File: config.mk
export PLATFORM = sky130hd
export DESIGN_NAME = uart_rx
export DESIGN_NICKNAME = d
export VERILOG_FILES = /design/src/rtl/uart_rx.sv
export SDC_FILE = /design/constraint.sdc
export NUM_CORES = 1
export LEC_CHECK = 0
export ABC_AREA = 1
export BUFFER_PORTS_ARGS = -buffer_cell sky130_fd_sc_hd__buf_2
export CAP_MARGIN = 20
export CORE_UTILIZATION = 50
export CTS_BUF_LIST = sky130_fd_sc_hd__clkbuf_2
export DETAILED_ROUTE_END_ITERATION = 10
export GPL_ROUTABILITY_DRIVEN = 0
export GPL_TIMING_DRIVEN = 0
export PLACE_DENSITY = 0.78
export SLEW_MARGIN = 15
export SYNTH_ARGS = -nofsm -noshare
export SYNTH_HDL_FRONTEND = slang
export SYNTH_SLANG_ARGS = --single-unit
File: constraint.sdc
create_clock -name clk_i -period 4.5 [get_ports clk_i]
set_input_delay 0.225 -clock clk_i [delete_from_list [all_inputs] [get_ports clk_i]]
set_output_delay 0.225 -clock clk_i [all_outputs]
set_load 0.02 [all_outputs]
File: src/rtl/uart_rx.sv
// Memory-mapped 8N1 UART receiver: a serial deserialiser feeding a small receive FIFO.
// Software polls STATUS and pops received bytes through DATA.
module uart_rx #(
    parameter int CLKS_PER_BIT = 868,
    parameter int FIFO_DEPTH   = 4,
    parameter int IO_CTRL_BIT  = 22,
    parameter int UART_RX_BIT  = 3
) (
    input  logic        clk_i,
    input  logic        rst_i,
    input  logic [31:0] mem_addr_i,
    input  logic        mem_rstrb_i,
    output logic [31:0] mem_rdata_o,
    input  logic [3:0]  mem_wmask_i,
    input  logic [31:0] mem_wdata_i,
    input  logic        rx_i
);

    localparam int PTR_W  = $clog2(FIFO_DEPTH);
    localparam int CNT_W  = PTR_W + 1;
    localparam int BAUD_W = $clog2(CLKS_PER_BIT);

    localparam logic [BAUD_W-1:0] HALF_BIT  = BAUD_W'(CLKS_PER_BIT / 2 - 1);
    localparam logic [BAUD_W-1:0] FULL_BIT  = BAUD_W'(CLKS_PER_BIT - 1);
    localparam logic [BAUD_W-1:0] BAUD_ZERO = {BAUD_W{1'b0}};
    localparam logic [CNT_W-1:0]  DEPTH     = CNT_W'(FIFO_DEPTH);
    localparam logic [CNT_W-1:0]  CNT_ZERO  = {CNT_W{1'b0}};
    localparam logic [CNT_W-1:0]  CNT_ONE   = CNT_W'(1);
    localparam logic [PTR_W-1:0]  PTR_ZERO  = {PTR_W{1'b0}};
    localparam logic [PTR_W-1:0]  PTR_ONE   = PTR_W'(1);

    typedef enum logic [1:0] {
        IDLE  = 2'd0,
        START = 2'd1,
        DATA  = 2'd2,
        STOP  = 2'd3
    } state_t;

    logic              sync_r;
    logic              rxs_r;
    logic              rxs_d_r;
    state_t            state_r;
    logic [BAUD_W-1:0] baud_r;
    logic [2:0]        bit_r;
    logic [7:0]        shift_r;

    logic [7:0]        fifo_r [FIFO_DEPTH];
    logic [PTR_W-1:0]  wr_ptr_r;
    logic [PTR_W-1:0]  rd_ptr_r;
    logic [CNT_W-1:0]  count_r;
    logic              overrun_r;
    logic              frame_err_r;

    logic        sel_s;
    logic        rd_data_s;
    logic        wr_status_s;
    logic        empty_s;
    logic        full_s;
    logic        pop_s;
    logic        stop_s;
    logic        push_s;
    logic        ovr_set_s;
    logic        ferr_set_s;
    logic [31:0] status_s;
    logic        unused_s;

    assign sel_s       = mem_addr_i[IO_CTRL_BIT] & mem_addr_i[UART_RX_BIT];
    assign rd_data_s   = mem_rstrb_i & sel_s & ~mem_addr_i[2];
    assign wr_status_s = (mem_wmask_i != 4'b0000) & mem_wmask_i[0] & sel_s & mem_addr_i[2];
    assign empty_s     = (count_r == CNT_ZERO);
    assign full_s      = (count_r == DEPTH);
    assign pop_s       = rd_data_s & ~empty_s;
    assign stop_s      = (state_r == STOP) && (baud_r == FULL_BIT);
    // A same-cycle pop frees a slot, so a full FIFO still accepts the push
    assign push_s      = stop_s & rxs_r & (~full_s | pop_s);
    assign ovr_set_s   = stop_s & rxs_r & full_s & ~pop_s;
    assign ferr_set_s  = stop_s & ~rxs_r;
    assign status_s    = {28'h0000000, frame_err_r, overrun_r, full_s, ~empty_s};
    assign unused_s    = ^{mem_addr_i, mem_wdata_i};

    // Two-flop synchroniser plus a delayed copy for falling-edge detection
    always_ff @(posedge clk_i) begin
        if (!rst_i) begin
            sync_r  <= 1'b1;
            rxs_r   <= 1'b1;
            rxs_d_r <= 1'b1;
        end else begin
            sync_r  <= rx_i;
            rxs_r   <= sync_r;
            rxs_d_r <= rxs_r;
        end
    end

    // Receive FSM: start on a falling edge so a line stuck low cannot retrigger
    always_ff @(posedge clk_i) begin
        if (!rst_i) begin
            state_r <= IDLE;
            baud_r  <= BAUD_ZERO;
            bit_r   <= 3'd0;
            shift_r <= 8'h00;
        end else begin
            case (state_r)
                IDLE: begin
                    if (!rxs_r && rxs_d_r) begin
                        state_r <= START;
                        baud_r  <= BAUD_ZERO;
                    end
                end
                START: begin
                    if (baud_r == HALF_BIT) begin
                        baud_r  <= BAUD_ZERO;
                        bit_r   <= 3'd0;
                        state_r <= rxs_r ? IDLE : DATA;
                    end else begin
                        baud_r <= baud_r + BAUD_W'(1);
                    end
                end
                DATA: begin
                    if (baud_r == FULL_BIT) begin
                        baud_r  <= BAUD_ZERO;
                        shift_r <= {rxs_r, shift_r[7:1]};
                        bit_r   <= bit_r + 3'd1;
                        if (bit_r == 3'd7) begin
                            state_r <= STOP;
                        end
                    end else begin
                        baud_r <= baud_r + BAUD_W'(1);
                    end
                end
                STOP: begin
                    if (baud_r == FULL_BIT) begin
                        baud_r  <= BAUD_ZERO;
                        state_r <= IDLE;
                    end else begin
                        baud_r <= baud_r + BAUD_W'(1);
                    end
                end
                default: begin
                    state_r <= IDLE;
                    baud_r  <= BAUD_ZERO;
                end
            endcase
        end
    end

    // FIFO storage, written only on an accepted push
    always_ff @(posedge clk_i) begin
        if (push_s) begin
            fifo_r[wr_ptr_r] <= shift_r;
        end
    end

    // FIFO pointers and occupancy
    always_ff @(posedge clk_i) begin
        if (!rst_i) begin
            wr_ptr_r <= PTR_ZERO;
            rd_ptr_r <= PTR_ZERO;
            count_r  <= CNT_ZERO;
        end else begin
            if (push_s) begin
                wr_ptr_r <= wr_ptr_r + PTR_ONE;
            end
            if (pop_s) begin
                rd_ptr_r <= rd_ptr_r + PTR_ONE;
            end
            case ({push_s, pop_s})
                2'b10:   count_r <= count_r + CNT_ONE;
                2'b01:   count_r <= count_r - CNT_ONE;
                default: count_r <= count_r;
            endcase
        end
    end

    // Sticky error flags; a set in the same cycle beats write-1-to-clear
    always_ff @(posedge clk_i) begin
        if (!rst_i) begin
            overrun_r   <= 1'b0;
            frame_err_r <= 1'b0;
        end else begin
            if (ovr_set_s) begin
                overrun_r <= 1'b1;
            end else if (wr_status_s && mem_wdata_i[2]) begin
                overrun_r <= 1'b0;
            end
            if (ferr_set_s) begin
                frame_err_r <= 1'b1;
            end else if (wr_status_s && mem_wdata_i[3]) begin
                frame_err_r <= 1'b0;
            end
        end
    end

    // Registered read data; holds between strobed reads
    always_ff @(posedge clk_i) begin
        if (!rst_i) begin
            mem_rdata_o <= 32'h00000000;
        end else if (mem_rstrb_i) begin
            if (!sel_s) begin
                mem_rdata_o <= 32'h00000000;
            end else if (mem_addr_i[2]) begin
                mem_rdata_o <= status_s;
            end else if (!empty_s) begin
                mem_rdata_o <= {24'h000000, fifo_r[rd_ptr_r]};
            end else begin
                mem_rdata_o <= 32'h00000000;
            end
        end
    end

endmodule

==> results.sh, run 1 <==
export IMPL_grt_use_total_pct=19.8
export IMPL_r2r_end="fifo_r[0][6]"
export IMPL_powerDensity_nw_per_um2=283
export IMPL_fin_skew_ns=0.0333
export IMPL_clock_fmax_ghz=0.417
export IMPL_finalCritPeriodShare_pct=53.3
export IMPL_status="complete, but fails checks"
export IMPL_wl_met2_um=3500
export IMPL_clk_latency_ns=0.52
export IMPL_firstDrtPassIters=7
export IMPL_grt_max_degree=13
export IMPL_start_util_pct=51.4
export IMPL_die_h_um=85.3
export IMPL_clockBufferDepth=2
export IMPL_p_comb_share_pct=6.0
export IMPL_clockRootBuffer="clkbuf_2"
export IMPL_cp_endpoint="fifo_r[0][6]"
export IMPL_reg2reg_slack_ns=2.10
export IMPL_rows=30
export IMPL_routed_via_density=5.07
export IMPL_synth_flop_cell="dfxtp_1"
export IMPL_synth_area_um2=3470
export IMPL_min_path_cells=4
export IMPL_path_common_cell="nor2_4"
export IMPL_wl_per_cell_um=13.2
export IMPL_power_switching_share_pct=25.2
export IMPL_yosysSeqAreaShare_pct=53.6
export IMPL_drc=1
export IMPL_setup_viol=0
export IMPL_intPower_uw=812
export IMPL_yosysUniqueCellTypes=35
export IMPL_die_x_um=85.3
export IMPL_cts_tree="done"
export IMPL_ios=104
export IMPL_cp_arrival_ns=2.55
export IMPL_post_route_util_pct=56.9
export IMPL_worst_slew_pin_slew_ns=0.756
export IMPL_violations="DRC"
export IMPL_diodes=0
export IMPL_rr_worst_depth=7
export IMPL_cts_made_buffers=9
export IMPL_syn_to_final_growth_pct=10.6
export IMPL_io_buffers=17
export IMPL_wl_met3_um=285
export IMPL_first_global_vias=2451
export IMPL_synth_cells=383
export IMPL_syn_area_per_cell_um2=9.07
export IMPL_critical_path_buf_inv_count=1
export IMPL_cp_max_fo=8
export IMPL_grt_pass1_wl_um=11000
export IMPL_setup_worst_path_start_class="flop"
export IMPL_die_area_um2=7280
export IMPL_worstPathRequired_ns=4.65
export IMPL_hpwl_um=4920
export IMPL_slowest_delay_ns=0.60
export IMPL_setup_worst_path_end_class="flop"
export IMPL_leakage_uw=0.00156
export IMPL_cp_startpoint="baud_r[0]"
export IMPL_finalWirelength_um=6880
export IMPL_setup_tns_ns=0
export IMPL_period_needed_ns=2.40
export IMPL_path_depth=7
export IMPL_worstPathCellList="ha_1 > nand3_2 > nor2_4 > nand4_4 > nor2_4 > inv_1 > nor2_1"
export IMPL_p_total_uw=1090
export IMPL_synth_edff_count=32
export IMPL_hold_viol=0
export IMPL_rsz0062_at_grt="false"
export IMPL_cts_sinks=77
export IMPL_htree_levels=3
export IMPL_maxCapViolCount=0
export IMPL_synth_top_area_share_pct=27.7
export IMPL_path_class="flop to flop"
export IMPL_cts_clk_slew_worst_paths_ns=0.22
export IMPL_synthTopCellsByArea="edfxtp_1 (28%), dfxtp_1 (26%), nand2_1 (7.7%)"
export IMPL_ys_ff_latch=77
export IMPL_ant_nets=0
export IMPL_first_iter_violations=123
export IMPL_ys_async_sr_fraction_pct=0
export IMPL_power_frac_clock_pct=27.2
export IMPL_ir_worst_vdd_mv=0.143
export IMPL_timing_rr_start="baud_r[0]"
export IMPL_slew_viol_final=0
export IMPL_grt_remaining_overflow=0
export IMPL_setup_slack_ns=2.10
export IMPL_cts_resized=0
export IMPL_p_switching_uw=273
export IMPL_nNetsFinal=517
export IMPL_n_fill_cell=599
export IMPL_core_um2=6760
export IMPL_drive_gt1_share_pct=20.2
export IMPL_slowest_stage="nor2_1"
export IMPL_whs_ns=0.0156
export IMPL_drt_met1_wl_um=2940
export IMPL_min_path_type="primary input to flop"
export IMPL_ys_warn_count=0
export IMPL_seqPwrFrac_pct=66.9
export IMPL_pre_cts_ws_ns=2.12
export IMPL_relSlewSlack_pct=49.4
export IMPL_grt_antenna_before_repair=0
export IMPL_vias=2640
export IMPL_dr_max_layer_used="met4"
export IMPL_path_delay_family="simple AND/OR/NAND/NOR gates"
export IMPL_synth_largest_area_cell="edfxtp_1"
-- state kept, by name (all words and copies together), names as in the netlist, named ones only --
signal       cells
fifo_r          32
rxs_r            1
count_r          3
sync_r           1
frame_err_r      1
bit_r            3
state_r          1
mem_rdata_o      8
rd_ptr_r         2
baud_r          10
overrun_r        1
wr_ptr_r         2
rxs_d_r          1
shift_r          8
-- cell usage after synthesis (5+ instances only) --
cell type / count
inv_1: 33
nand2_2: 7
o22ai_1: 9
edfxtp_1: 32
nand3b_1: 5
inv_2: 6
buf_4: 25
dfxtp_1: 45
buf_2: 5
a21oi_1: 30
ha_1: 8
nand2_1: 71
nor2_1: 36
o21ai_0: 28
nand3_1: 11
-- metal layers --
metal  GRT usage (%)  up-vias
met2            34.8       57
li1                -     1335
met4            9.85        0
met5               0        -
met3            3.60       15
met1            23.4     1233
-- cells by family (layout without fill, tap and decap cells) --
kind of cell               after synthesis  count (layout)  share of synthesized area, %
and+or+nand+nor                        144             144                          19.0
AOI/OAI and AO/OA                       79              79                          12.7
DFF                                     77              77                          53.6
buffers and inverters                   72             107                          10.9
adders and majority gates                9               9                          3.46
other                                    1              24                         0.108
xor gates and xnor gates                 1               1                         0.252
-- timing repair --
| item | 4_1_cts | 5_1_grt |
|---|---|---|
| hold endpoints to repair | 3 | 0 |
| setup buffers | 0 | 0 |
| endpoints found under the setup margin | 0 | 0 |
| hold buffers | 2 | 0 |
-- how the worst min path moves through the flow --
stage           endpoint  slack [ns]           start
2_1_floorplan     sync_r        0.33            rx_i
3_3_place_gp       rxs_r        0.40          sync_r
3_5_place_dp      sync_r        0.42            rx_i
4_1_cts        overrun_r       0.002  mem_wdata_i[2]
5_1_grt        overrun_r        0.02  mem_wdata_i[2]
6_report       overrun_r        0.02  mem_wdata_i[2]
-- layout make-up --
class                      count  area [µm²]  area share (%)
inverter                      40         150            3.91
multi-input combinational    257        1320            34.4
clock inverter                 7        32.5           0.847
tap                           80         100            2.61
sequential                    77        1860            48.5
timing repair buffer          19         105            2.74
clock buffer                   9        45.0            1.17
buffer                        32         228            5.93
-- metrics by stage --
| stage | cells | instance area (µm²) |
|---|---|---|
| floorplan | 406 | 3560 |
| global placement | 503 | 3740 |
| detailed placement | 503 | 3740 |
| CTS | 521 | 3840 |
| global route | 521 | 3840 |
| finish | 521 | 3840 |
-- power by group through the flow --
stage,Combinational [µW],Sequential [µW],Clock [µW]
2_1_floorplan,49.7,740,0
5_1_grt,70.4,727,329
3_5_place_dp,62.2,740,0
3_3_place_gp,61.4,740,0
4_1_cts,63.6,726,300
6_report,64.7,726,295
-- worst min-delay path: stages --
cell	delay, ns
buf_2	0.10
nand2_1	0.06
a21oi_1	0.06
nor2_1	0.08
-- placed cells by master (no fill, tap or decap), types with 2 or more instances in the layout --
cell type	netlist	layout
ha_1	8	8
nand2_1	71	71
clkbuf_2	0	9
a21oi_2	3	3
nor2_4	3	3
o21ai_0	28	28
dfxtp_1	45	45
buf_2	5	22
nor3_1	3	3
or2_2	2	2
inv_1	33	33
a32oi_1	2	2
nand2_2	7	7
clkinv_1	1	2
buf_4	25	25
o22ai_1	9	9
a211oi_1	3	3
nor2_2	2	2
nand3_2	2	2
dlygate4sd3_1	0	2
conb_1	1	24
clkinv_2	0	5
nand3b_1	5	5
a21oi_1	30	30
inv_2	6	7
nor2_1	36	36
edfxtp_1	32	32
nand3_1	11	11
Note: power is estimated with default switching activity, not from simulation.
==> run 2, diff against run 1 <==
--- a/config.mk
+++ b/config.mk
@@ -5,10 +5,10 @@
 export SDC_FILE = /design/constraint.sdc
 export NUM_CORES = 1
 export LEC_CHECK = 0
-export ABC_AREA = 1
+export ABC_AREA = 0
 export BUFFER_PORTS_ARGS = -buffer_cell sky130_fd_sc_hd__buf_2
 export CAP_MARGIN = 20
-export CORE_UTILIZATION = 50
+export CORE_UTILIZATION = 48
 export CTS_BUF_LIST = sky130_fd_sc_hd__clkbuf_2
 export DETAILED_ROUTE_END_ITERATION = 10
 export GPL_ROUTABILITY_DRIVEN = 0
==> constraint.sdc (replaced) <==
create_clock -name clk_i -period 2 [get_ports clk_i]
set_input_delay 0.1 -clock clk_i [delete_from_list [all_inputs] [get_ports clk_i]]
set_output_delay 0.1 -clock clk_i [all_outputs]
set_load 0.02 [all_outputs]
==> run 2 against run 1 <==
Against the previous run: the flow now finishes without violations; via count down 5.3%; clock skew down 0.0078 ns; final cell count down 6.7%; register-to-register slack worse by 2.0 ns; die area up 3.3%; setup slack worse by 2.0 ns; worst hold slack better by 0.026 ns; total power up 130%; non-clock buffer count up 18; routed wire length down 0.22%.
==> results.sh, run 2 <==
export IMPL_status="finished, final reports clean"
export IMPL_finalWirelength_um=6860
export IMPL_setup_worst_path_end_class="flop"
export IMPL_layout_cells_most_common="buf_4"
export IMPL_wl_per_cell_um=14.1
export IMPL_cts_tree="done"
export IMPL_routed_via_density=5.14
export IMPL_grt_pass1_wl_um=11200
export IMPL_largest_reg_flops=32
export IMPL_dp_cells=452
export IMPL_setup_viol=0
export IMPL_whs_ns=0.0421
export IMPL_relSlewSlack_pct=60.6
export IMPL_cp_arrival_ns=2.36
export IMPL_ys_ff_latch=77
export IMPL_worst_slew_pin_slew_ns=0.591
export IMPL_cp_max_fo=8
export IMPL_synth_top_area_share_pct=27.9
export IMPL_fin_skew_ns=0.0255
export IMPL_maxCapViolCount=0
export IMPL_ys_warn_count=0
export IMPL_first_global_vias=2438
export IMPL_first_iter_violations=191
export IMPL_ys_async_sr_fraction_pct=0
export IMPL_period_needed_ns=1.94
export IMPL_clock_fmax_ghz=0.515
export IMPL_grt_remaining_overflow=0
export IMPL_drive_gt1_share_pct=29.0
export IMPL_synth_flop_cell="dfxtp_1"
export IMPL_setup_tns_ns=0
export IMPL_ios=104
export IMPL_core_um2=6870
export IMPL_io_buffers=17
export IMPL_top_regs="fifo_r (32), baud_r (10)"
export IMPL_hold_viol=0
export IMPL_cts_sinks=77
export IMPL_vias=2499
export IMPL_worstPathRequired_ns=2.42
export IMPL_rsz0062_at_grt="true"
export IMPL_die_x_um=86.7
export IMPL_clockRootBuffer="clkbuf_2"
export IMPL_ir_worst_vdd_mv=0.228
export IMPL_synth_cells=316
export IMPL_finalCritPeriodShare_pct=97.2
export IMPL_multi_input_area_um2=1540
export IMPL_grt_max_degree=15
export IMPL_slew_viol_final=0
export IMPL_clockBufferDepth=2
export IMPL_yosysMostFrequentCell="dfxtp_1"
export IMPL_seqCellArea_um2=1890
export IMPL_cts_clk_slew_worst_paths_ns=0.21
export IMPL_cts_made_buffers=9
export IMPL_top_register="fifo_r"
export IMPL_synth_largest_area_cell="edfxtp_1"
export IMPL_syn_to_final_growth_pct=20.7
export IMPL_start_util_pct=50.2
export IMPL_hpwl_um=4580
export IMPL_die_h_um=86.7
export IMPL_die_area_um2=7520
export IMPL_grt_antenna_before_repair=0
export IMPL_drc=0
export IMPL_setup_worst_path_start_class="flop"
export IMPL_grt_use_total_pct=19.8
export IMPL_firstDrtPassIters=4
export IMPL_nNetsFinal=466
export IMPL_leakage_uw=0.00158
export IMPL_path_class="flop to flop"
export IMPL_ant_nets=0
export IMPL_synth_top_cells_by_count="dfxtp_1 (45), nor2_1 (36), edfxtp_1 (32)"
export IMPL_synthTopCellsByArea="edfxtp_1 (28%), dfxtp_1 (26%), buf_4 (5.4%)"
export IMPL_htree_levels=3
export IMPL_synth_edff_count=32
export IMPL_clk_latency_ns=0.50
export IMPL_rows=30
export IMPL_min_path_type="primary input to flop"
export IMPL_synth_area_um2=3450
export IMPL_instances_no_fill=486
export IMPL_powerDensity_nw_per_um2=602
export IMPL_syn_area_per_cell_um2=10.9
export IMPL_diodes=0
export IMPL_n_fill_cell=538
export IMPL_yosysUniqueCellTypes=48
export IMPL_yosysSeqAreaShare_pct=54.0
export IMPL_final_cell_mix="buf_4 (35), edfxtp_1 (32), dfxtp_1 (31)"
==> run 2: report_power, final <==
group          internal, µW  switching [µW]  leakage, µW
Sequential             1630            5.77     0.000668
Clock                   169             542    0.0000621
Combinational          62.6            99.0     0.000853
Total                  1860             647      0.00158
==> run 2: path summary, 6_finish.rpt <==
kind / startpoint / end / depth (start not counted) / slack, ns
max: baud_r[0] / baud_r[8] / 6 / 0.06
min reg2reg: sync_r / rxs_r / 1 / 0.45
max reg2reg: baud_r[0] / baud_r[8] / 6 / 0.06
min: mem_addr_i[22] / mem_rdata_o[0] / 5 / 0.04
==> run 2: layer usage <==
layer  share of wire, %  vias up  track usage, %
met5                  0        -               0
met4                1.1        0            9.39
met3                5.7        8            3.14
met2                 51       82            34.8
met1                 42     1196            23.9
li1                   -     1213               -
==> run 2: layout make-up <==
cell class                      instances  area share (%)
Sequential cell                        77            45.4
Multi-Input combinational cell        217            37.1
Timing Repair Buffer                   36            6.20
Buffer                                 33            5.35
Tap cell                               96            2.89
Clock buffer                           10            1.20
Inverter                               11           0.992
Clock inverter                          6           0.962
==> run 2: worst max-delay path, cell delays in order, from the launching register on <==
cell	delay, ns
dfxtp_4	0.40
ha_4	0.16
nand4bb_4	0.16
or3b_4	0.45
a21o_2	0.29
and3_1	0.18
o31a_1	0.22
==> run 2: cell families after synthesis <==
group	after synthesis	share of synthesized area, %
AND/OR/NAND/NOR	118	17.6
adder cells (fa/ha/maj)	9	3.48
buffers and inverters	45	7.66
flip-flops	77	54.0
other	1	0.109
multiplexers	21	9.00
AO/OA/AOI/OAI	42	7.37
XOR/XNOR	3	0.762
==> run 2: through the flow <==
stage | setup slack, ns | util (%) | instance area [µm²] | power (µW)
after global routing | -0.0599 | 60.6 | 4160 | 2600
after global placement | -0.436 | 54.7 | 3750 | 1810
after floorplan | 0.00374 | - | 3550 | 1780
after detailed placement | -0.503 | 54.7 | 3750 | 1810
final | 0.0568 | 60.6 | 4160 | 2510
after CTS | 0.0176 | 59.9 | 4110 | 2510
==> run 2: timing repair <==
item	in CTS	in global routing
gates resized for setup	23	17
pin swaps	6	2
hold endpoints to repair	14	0
endpoints found under the setup margin	56	46
buffers inserted	11	1
hold buffers	7	0
==> run 3, diff against run 2 <==
--- a/config.mk
+++ b/config.mk
@@ -8,12 +8,12 @@
 export ABC_AREA = 0
 export BUFFER_PORTS_ARGS = -buffer_cell sky130_fd_sc_hd__buf_2
 export CAP_MARGIN = 20
-export CORE_UTILIZATION = 48
+export CORE_UTILIZATION = 30
 export CTS_BUF_LIST = sky130_fd_sc_hd__clkbuf_2
 export DETAILED_ROUTE_END_ITERATION = 10
 export GPL_ROUTABILITY_DRIVEN = 0
 export GPL_TIMING_DRIVEN = 0
-export PLACE_DENSITY = 0.78
+export PLACE_DENSITY = 0.51
 export SLEW_MARGIN = 15
 export SYNTH_ARGS = -nofsm -noshare
 export SYNTH_HDL_FRONTEND = slang
==> constraint.sdc (replaced) <==
create_clock -name clk_i -period 1.9 [get_ports clk_i]
set_input_delay 0.095 -clock clk_i [delete_from_list [all_inputs] [get_ports clk_i]]
set_output_delay 0.095 -clock clk_i [all_outputs]
set_load 0.02 [all_outputs]
==> run 3 against run 2 <==
Against the previous run: the run now ends with setup timing left; worst hold slack improved by 0.014 ns; routed wire length increased by 7.3%; sequential cell count unchanged.
==> results.sh, run 3 (synthesized netlist as in run 2, its figures left out) <==
export IMPL_rsz0062_at_grt="true"
export IMPL_die_h_um=109
export IMPL_top_regs="fifo_r (32), baud_r (10)"
export IMPL_cts_sinks=77
export IMPL_clk_latency_ns=0.52
export IMPL_htree_levels=3
export IMPL_hpwl_um=4820
export IMPL_die_x_um=109
export IMPL_top_register="fifo_r"
export IMPL_setup_tns_ns=-0.0138
export IMPL_final_cell_mix="buf_4 (38), edfxtp_1 (32), nor2_1 (30), dfxtp_1 (30), conb_1 (24)"
export IMPL_grt_pass1_wl_um=11800
export IMPL_drc=0
export IMPL_die_area_um2=11900
export IMPL_grt_remaining_overflow=0
export IMPL_post_route_util_pct=40.2
export IMPL_grt_max_degree=14
export IMPL_period_needed_ns=1.91
export IMPL_setup_worst_path_start_class="flop"
export IMPL_drive_gt1_share_pct=31.3
export IMPL_layout_cells_most_common="buf_4"
export IMPL_status="complete, but fails checks"
export IMPL_finalWirelength_um=7370
export IMPL_worst_slew_pin_slew_ns=0.649
export IMPL_ir_worst_vdd_mv=0.534
export IMPL_diodes=0
export IMPL_slowest_delay_ns=0.41
export IMPL_cp_arrival_ns=2.35
export IMPL_leakage_uw=0.00167
export IMPL_min_path_type="primary input to flop"
export IMPL_slowest_stage="dfxtp_4"
export IMPL_violations="setup timing"
export IMPL_wl_per_cell_um=13.6
export IMPL_grt_antenna_before_repair=0
export IMPL_vias=2452
export IMPL_whs_ns=0.0561
export IMPL_finalCritPeriodShare_pct=101
export IMPL_cts_tree="done"
export IMPL_ios=104
export IMPL_start_util_pct=31.3
export IMPL_slew_viol_final=0
export IMPL_cp_max_fo=5
export IMPL_worstPathRequired_ns=2.33
export IMPL_setup_worst_path_end_class="flop"
export IMPL_ant_nets=0
export IMPL_clockBufferDepth=2
export IMPL_syn_to_final_growth_pct=28.5
export IMPL_setup_slack_ns=-0.0138
export IMPL_nNetsFinal=477
export IMPL_path_class="flop to flop"
export IMPL_first_global_vias=2365
export IMPL_clockRootBuffer="clkbuf_2"
export IMPL_hold_viol=0
export IMPL_first_iter_violations=99
export IMPL_dr_max_layer_used="met4"
export IMPL_rows=38
export IMPL_setup_viol=1
export IMPL_powerDensity_nw_per_um2=651
export IMPL_grt_use_total_pct=13.4
export IMPL_routed_via_density=4.54
export IMPL_io_buffers=17
export IMPL_core_um2=11000
export IMPL_worstPathCellList="nand4bb_4 > nor4_4 > nor2_2 > fa_2 > nor3_2 > a31oi_2 > mux2i_1"
export IMPL_drt_met1_wl_um=3240
export IMPL_wl_met3_um=292
export IMPL_fin_skew_ns=0.0146
export IMPL_clock_fmax_ghz=0.523
export IMPL_cts_clk_slew_worst_paths_ns=0.19
export IMPL_firstDrtPassIters=4
export IMPL_maxCapViolCount=0
export IMPL_cts_made_buffers=9
export IMPL_largest_reg_flops=32
export IMPL_relSlewSlack_pct=56.7
export IMPL_wl_met2_um=3730
[run 3: cell count changes in the layout (fill, tap and decap cells not counted), sizes merged]
cell,delta
buf,+9
bufinv,+2
clkinv,-2
dlygate4sd3,+2
clkbuf,-1
clkinvlp,-1
inv,+1
[run 3: cell type report]
class,instances,area (µm²)
plain buffers,34,239
clock inverters,6,86.3
inverters,11,41.3
fillers,1107,6600
repair buffers,46,360
multi-input cells,217,1590
well taps,140,175
flip-flops and latches,77,1900
clock buffers,9,45.0
[run 3: power by group]
group / internal [µW] / switching (µW)
logic: 69.1 / 106
registers: 1710 / 7.20
clock network: 432 / 561
total: 2210 / 674
[run 3: stage by stage]
step,cells,total power (µW),worst slack (ns),instance area [µm²]
6_report,540,2880,-0.0138,4430
2_1_floorplan,339,1880,0.000541,3580
5_1_grt,540,3010,-0.0754,4430
3_3_place_gp,496,1910,-0.531,3840
4_1_cts,535,2930,-0.0445,4310
3_5_place_dp,496,1910,-0.554,3840
[run 3: final timing paths]
| kind | from | end | slack (ns) | depth (start not counted) |
|---|---|---|---|---|
| worst min register to register | sync_r | rxs_r | 0.45 | 1 |
| worst max-delay path | baud_r[3] | count_r[2] | -0.01 | 7 |
| worst min-delay path | mem_addr_i[3] | mem_rdata_o[0] | 0.06 | 5 |
| worst max register to register | baud_r[3] | count_r[2] | -0.01 | 7 |
[run 3: repair_timing]
action | in CTS | in global routing
hold endpoints to repair | 19 | 0
cloned | 0 | 0
buffers inserted | 15 | 5
pin swaps | 8 | 5
hold buffers | 9 | 0
gates resized for setup | 32 | 29
endpoints found under the setup margin | 57 | 51
[run 3: worst max-delay path: cells and delay by family (launching register included)]
kind / cells / cell delay [ns]
flops: 1 / 0.41
compound gates: 1 / 0.07
simple gates: 4 / 0.85
mux: 1 / 0.13
fa+ha+maj: 1 / 0.38
[run 3: metal layers]
metal	GRT usage, %	up-vias
met1	15.4	1173
met4	4.57	0
met5	0	-
li1	-	1234
met2	23.6	37
met3	4.18	8
